$ cat config.mk
export PLATFORM = sky130hd
export DESIGN_NAME = keypad_event_queue
export DESIGN_NICKNAME = d
export VERILOG_FILES = /design/src/rtl/keypad_event_queue.sv
export SDC_FILE = /design/constraint.sdc
export NUM_CORES = 1
export LEC_CHECK = 0
export ABC_AREA = 1
export CELL_PAD_IN_SITES_DETAIL_PLACEMENT = 0
export CELL_PAD_IN_SITES_GLOBAL_PLACEMENT = 1
export CORE_UTILIZATION = 43
export DETAILED_ROUTE_END_ITERATION = 12
export PLACE_DENSITY = 0.85
export SLEW_MARGIN = 20
export SYNTH_ARGS = -nofsm -noshare
export SYNTH_HDL_FRONTEND = slang
export SYNTH_SLANG_ARGS = --single-unit
export TNS_END_PERCENT = 50
$ cat constraint.sdc
create_clock -name clk_kb -period 2.7 [get_ports clk_kb]
set_input_delay 0.81 -clock clk_kb [delete_from_list [all_inputs] [get_ports clk_kb]]
set_output_delay 0.81 -clock clk_kb [all_outputs]
set_load 0.1 [all_outputs]
$ cat src/rtl/keypad_event_queue.sv
// Debounces the active-low keypad vector and queues key-press codes behind a valid/ready FIFO.
// Optional macro KEYPAD_RELEASE_EVENT_EN also queues release events, flagged by key_release.
module keypad_event_queue #(
  parameter int DEBOUNCE_CYCLES = 4,
  parameter int FIFO_DEPTH      = 4
) (
  input  logic        clk_kb,
  input  logic        reset_n,
  input  logic [15:0] keys,
  input  logic        key_ready,
  output logic        key_valid,
  output logic [3:0]  key_code,
  output logic        key_release,
  output logic [15:0] key_state,
  output logic        any_pressed,
  output logic        overflow
);

  localparam int PTR_W = $clog2(FIFO_DEPTH);
  localparam int CNT_W = PTR_W + 1;
`ifdef KEYPAD_RELEASE_EVENT_EN
  localparam int ENTRY_W = 5;
`else
  localparam int ENTRY_W = 4;
`endif
  localparam logic [7:0]       DEB_LAST = 8'(DEBOUNCE_CYCLES - 1);
  localparam logic [CNT_W-1:0] FULL_CNT = CNT_W'(FIFO_DEPTH);

  logic [15:0]        r_keysQ;
  logic [15:0]        r_keyState;
  logic [7:0]         r_debCnt;
  logic [15:0]        r_pressPend;
  logic               r_overflow;
  logic [ENTRY_W-1:0] r_fifo [FIFO_DEPTH];
  logic [PTR_W-1:0]   r_wrPtr;
  logic [PTR_W-1:0]   r_rdPtr;
  logic [CNT_W-1:0]   r_count;

  logic               w_stateUpdate;
  logic [15:0]        w_newPress;
  logic [15:0]        w_pressClr;
  logic [3:0]         w_pressIdx;
  logic               w_overflowSet;
  logic               w_full;
  logic               w_push;
  logic               w_pop;
  logic [ENTRY_W-1:0] w_pushEntry;
  logic [ENTRY_W-1:0] w_headEntry;

`ifdef KEYPAD_RELEASE_EVENT_EN
  logic [15:0]        r_releasePend;
  logic [15:0]        w_newRelease;
  logic [15:0]        w_releaseClr;
  logic [3:0]         w_releaseIdx;
`endif

  function automatic logic [3:0] lowestIdx(input logic [15:0] v);
    lowestIdx = 4'd0;
    for (int i = 15; i >= 0; i--) begin
      if (v[i]) lowestIdx = 4'(i);
    end
  endfunction

  // Counter saturates at DEB_LAST so key_state keeps reloading while keys is stable.
  assign w_stateUpdate = (keys == r_keysQ) && (r_debCnt == DEB_LAST);

  always_ff @(posedge clk_kb or negedge reset_n) begin
    if (!reset_n) begin
      r_keysQ    <= 16'hFFFF;
      r_keyState <= 16'hFFFF;
      r_debCnt   <= 8'd0;
    end else begin
      r_keysQ <= keys;
      if (keys != r_keysQ) begin
        r_debCnt <= 8'd0;
      end else if (r_debCnt == DEB_LAST) begin
        r_keyState <= r_keysQ;
      end else begin
        r_debCnt <= r_debCnt + 8'd1;
      end
    end
  end

  assign w_newPress = w_stateUpdate ? (r_keyState & ~r_keysQ) : 16'h0000;
`ifdef KEYPAD_RELEASE_EVENT_EN
  assign w_newRelease  = w_stateUpdate ? (~r_keyState & r_keysQ) : 16'h0000;
  assign w_overflowSet = (|(r_pressPend & w_newPress)) || (|(r_releasePend & w_newRelease));
`else
  assign w_overflowSet = |(r_pressPend & w_newPress);
`endif

  // Full uses the registered count, so a pop in the same cycle cannot open a slot.
  assign w_full = (r_count == FULL_CNT);
  assign w_pop  = key_valid && key_ready;

  always_comb begin
    w_pressIdx  = lowestIdx(r_pressPend);
    w_pressClr  = 16'h0000;
    w_push      = 1'b0;
    w_pushEntry = '0;
`ifdef KEYPAD_RELEASE_EVENT_EN
    w_releaseIdx = lowestIdx(r_releasePend);
    w_releaseClr = 16'h0000;
`endif
    if (!w_full) begin
      if (r_pressPend != 16'h0000) begin
        w_push                 = 1'b1;
        w_pressClr[w_pressIdx] = 1'b1;
        w_pushEntry            = ENTRY_W'(w_pressIdx);
      end
`ifdef KEYPAD_RELEASE_EVENT_EN
      else if (r_releasePend != 16'h0000) begin
        w_push                     = 1'b1;
        w_releaseClr[w_releaseIdx] = 1'b1;
        w_pushEntry                = {1'b1, w_releaseIdx};
      end
`endif
    end
  end

  always_ff @(posedge clk_kb or negedge reset_n) begin
    if (!reset_n) begin
      r_pressPend <= 16'h0000;
      r_overflow  <= 1'b0;
`ifdef KEYPAD_RELEASE_EVENT_EN
      r_releasePend <= 16'h0000;
`endif
    end else begin
      r_pressPend <= (r_pressPend & ~w_pressClr) | w_newPress;
`ifdef KEYPAD_RELEASE_EVENT_EN
      r_releasePend <= (r_releasePend & ~w_releaseClr) | w_newRelease;
`endif
      if (w_overflowSet) r_overflow <= 1'b1;
    end
  end

  always_ff @(posedge clk_kb or negedge reset_n) begin
    if (!reset_n) begin
      r_wrPtr <= '0;
      r_rdPtr <= '0;
      r_count <= '0;
    end else begin
      if (w_push) r_wrPtr <= r_wrPtr + 1'b1;
      if (w_pop)  r_rdPtr <= r_rdPtr + 1'b1;
      r_count <= r_count + CNT_W'(w_push) - CNT_W'(w_pop);
    end
  end

  // Storage needs no reset: the head is masked to zero whenever the count is zero.
  always_ff @(posedge clk_kb) begin
    if (w_push) r_fifo[r_wrPtr] <= w_pushEntry;
  end

  assign w_headEntry = r_fifo[r_rdPtr];
  assign key_valid   = (r_count != '0);
  assign key_code    = key_valid ? w_headEntry[3:0] : 4'd0;
`ifdef KEYPAD_RELEASE_EVENT_EN
  assign key_release = key_valid && w_headEntry[4];
`else
  assign key_release = 1'b0;
`endif
  assign key_state   = r_keyState;
  assign any_pressed = (r_keyState != 16'hFFFF);
  assign overflow    = r_overflow;

endmodule

==> results.sh <==
export IMPL_n_antenna_cell=0
export IMPL_endpoint_kind="primary output"
export IMPL_cts_tree="done"
export IMPL_post_dp_hpwl_um=6442
export IMPL_wl_um=8269
export IMPL_synth_top_cell_by_area="dfstp_2"
export IMPL_ys_types=39
export IMPL_vias_per_cell=4.952
export IMPL_cts_setup_buffers=0
export IMPL_synth_top_area_frac=0.2127
export IMPL_whs_ns=0.4527
export IMPL_cts_sinks=80
export IMPL_violations="design-rule violations"
export IMPL_cts_buffers=9
export IMPL_fp_coreArea_mm2=0.008806
export IMPL_grt_max_degree=65
export IMPL_synth_cells=453
export IMPL_utilization=0.5446
export IMPL_netlist_area_mm2=0.003953
export IMPL_clkTransAtPathRegs_ns=0.08
export IMPL_vias=3090
export IMPL_nFillCells=832
export IMPL_clock_skew_ns=0.01051
export IMPL_finalSetupViolCount=0
export IMPL_period_minus_slack_ns=2.561
export IMPL_fmax_mhz=390.5
export IMPL_clockBufferDepth=2
export IMPL_maxCapViolations=0
export IMPL_syn_nets=480
export IMPL_cp_required_ns=1.89
export IMPL_die_h_um=97.88
export IMPL_gp_congestion=0.8160
export IMPL_gr_total_overflow=0
export IMPL_port_buffers=41
export IMPL_yosysWarnings=0
export IMPL_clock_latency_ns=0.35
export IMPL_leakagePower_uw=0.002332
export IMPL_grt_pass1_wl_um=14130
export IMPL_netlist_top_cells_area="dfstp_2, dfrtp_1, edfxtp_1"
export IMPL_syn_to_final_growth_pct=21.34
export IMPL_cts_htree_levels=3
export IMPL_hold_class="input port to async pin"
export IMPL_mostFrequentLayoutCells="nand2_1, nor2_1, inv_1"
export IMPL_powerDensity_mw_per_mm2=1167
export IMPL_start_kind="register"
export IMPL_status="finished with violations"
export IMPL_grt_total_usage=0.1883
export IMPL_slew_violations=0
export IMPL_initial_core_util=0.4488
export IMPL_critPathBufInv=2
export IMPL_antenna_found_initial=0
export IMPL_worstPathMaxFanout=3
export IMPL_finalNetCount=538
export IMPL_timing_setup_tns_ns=0
export IMPL_detail_route_antenna_nets=0
export IMPL_mostFrequentLayoutCell="nand2_1"
export IMPL_finalWorstSetupSlack_ns=0.1392
export IMPL_cp_top_family="simple AND/OR/NAND/NOR gates"
export IMPL_crit_type="register to primary output"
export IMPL_route_detailed_drc=4
export IMPL_dr_pass1_iters=8
export IMPL_rows=34
export IMPL_io_pins=43
export IMPL_dieArea_mm2=0.009580
export IMPL_wl_per_cell_um=13.25
export IMPL_drtIter0Drc=133
export IMPL_ys_ff_latch=80
export IMPL_vdd_drop_max_mv=1.042
export IMPL_finalHoldViolCount=0
export IMPL_rsz0062_at_grt="false"
export IMPL_finalCritPeriodShare=0.9484
export IMPL_yosysSeqAreaShare=0.5369
export IMPL_slowest_stage="dfstp_2"
export IMPL_drive_gt1_frac=0.1938
export IMPL_clock_root_buffer="clkbuf_8"
export IMPL_ff_latch_area_mm2=0.002122
export IMPL_multi_input_area_mm2=0.001550
export IMPL_avgSynthCellArea_um2=8.725
export IMPL_cpPeakStageDelay_ns=0.54
export IMPL_arrival_ns=1.75
export IMPL_dpl_worst_slack_ns=-0.01975
export IMPL_grt_pass1_vias=3075
export IMPL_worstPathCellList="inv_1, nor4_2, nand4_1, buf_12"
export IMPL_die_w_um=97.88
[worst paths after layout]
check / slack [ns] / from / endpoint / cells past startpoint
max: 0.14 / key_state[0] / any_pressed / 4
min: 0.45 / reset_n / r_debCnt[3] / 2
max reg2reg: 0.39 / r_pressPend[15] / r_count[1] / 13
min reg2reg: 0.51 / r_keysQ[0] / key_state[0] / 2
max in group asynchronous: 1.90 / reset_n / r_keysQ[0] / 2
min in group clk_kb: 0.51 / r_keysQ[0] / key_state[0] / 2
[layout make-up]
cell class                 instances  area share
inverter                          67     0.05270
multi-input combinational        299      0.3232
clock inverter                     6     0.01226
clock buffer                      10     0.02739
sequential                        80      0.4425
tap                              108     0.02818
timing repair buffer              54      0.1137
[logic make-up (layout without fill, tap and decap cells)]
kind of cell,count (synthesis),in the layout,share of synthesized area
multiplexers,1,1,0.002533
adder cells (fa/ha/maj),8,8,0.02722
XOR/XNOR,17,17,0.03767
buffers and inverters,74,137,0.07597
AND/OR/NAND/NOR,227,227,0.2574
AO/OA/AOI/OAI,45,45,0.06141
other,1,1,0.0009488
flip-flops,80,80,0.5369
[routing by layer]
layer,GRT usage,vias to the layer above,routed length (um),part of all wire
met2,0.3191,51,3993,0.48
met4,0.06993,0,123,0.015
met5,0,-,0,0
met3,0.03221,10,228,0.028
li1,-,1568,-,-
met1,0.2421,1461,3923,0.47
[where the power goes]
group	total (uW)	internal [uW]	switching, uW
Clock	861	433	428
Sequential	1920	1720	202
Combinational	2810	919	1890
[state kept, by name, summed over array words and instances, names as in the netlist]
signal,flops
r_fifo,16
r_pressPend,16
r_wrPtr,2
key_state,16
r_debCnt,8
r_count,3
overflow,1
r_rdPtr,2
r_keysQ,16
[synthesized netlist by cell type, drive strengths merged]
master,number
nand2,83
nor2,82
inv,66
dfrtp,32
dfstp,32
nand3,27
a21oi,25
o21ai,17
edfxtp,16
nand4,14
xor2,10
nor3,8
nor4,8
ha,7
xnor2,7
buf,5
clkbuf,2
nor3b,2
or2,2
a211oi,1
a22o,1
a22oi,1
and3,1
clkinv,1
conb,1
fa,1
mux2i,1
[repair_timing]
item,CTS,global route
hold buffers,0,0
resized for setup,2,0
endpoints found under the setup margin,1,0
[through the flow]
step	instance area [um2]	cells	total power (uW)
finish	4796	624	5595
global placement	4593	608	4740
global route	4796	624	5998
floorplan	3960	453	3881
CTS	4796	624	5653
detailed placement	4593	608	4783
(Power assumes the default switching activity.)
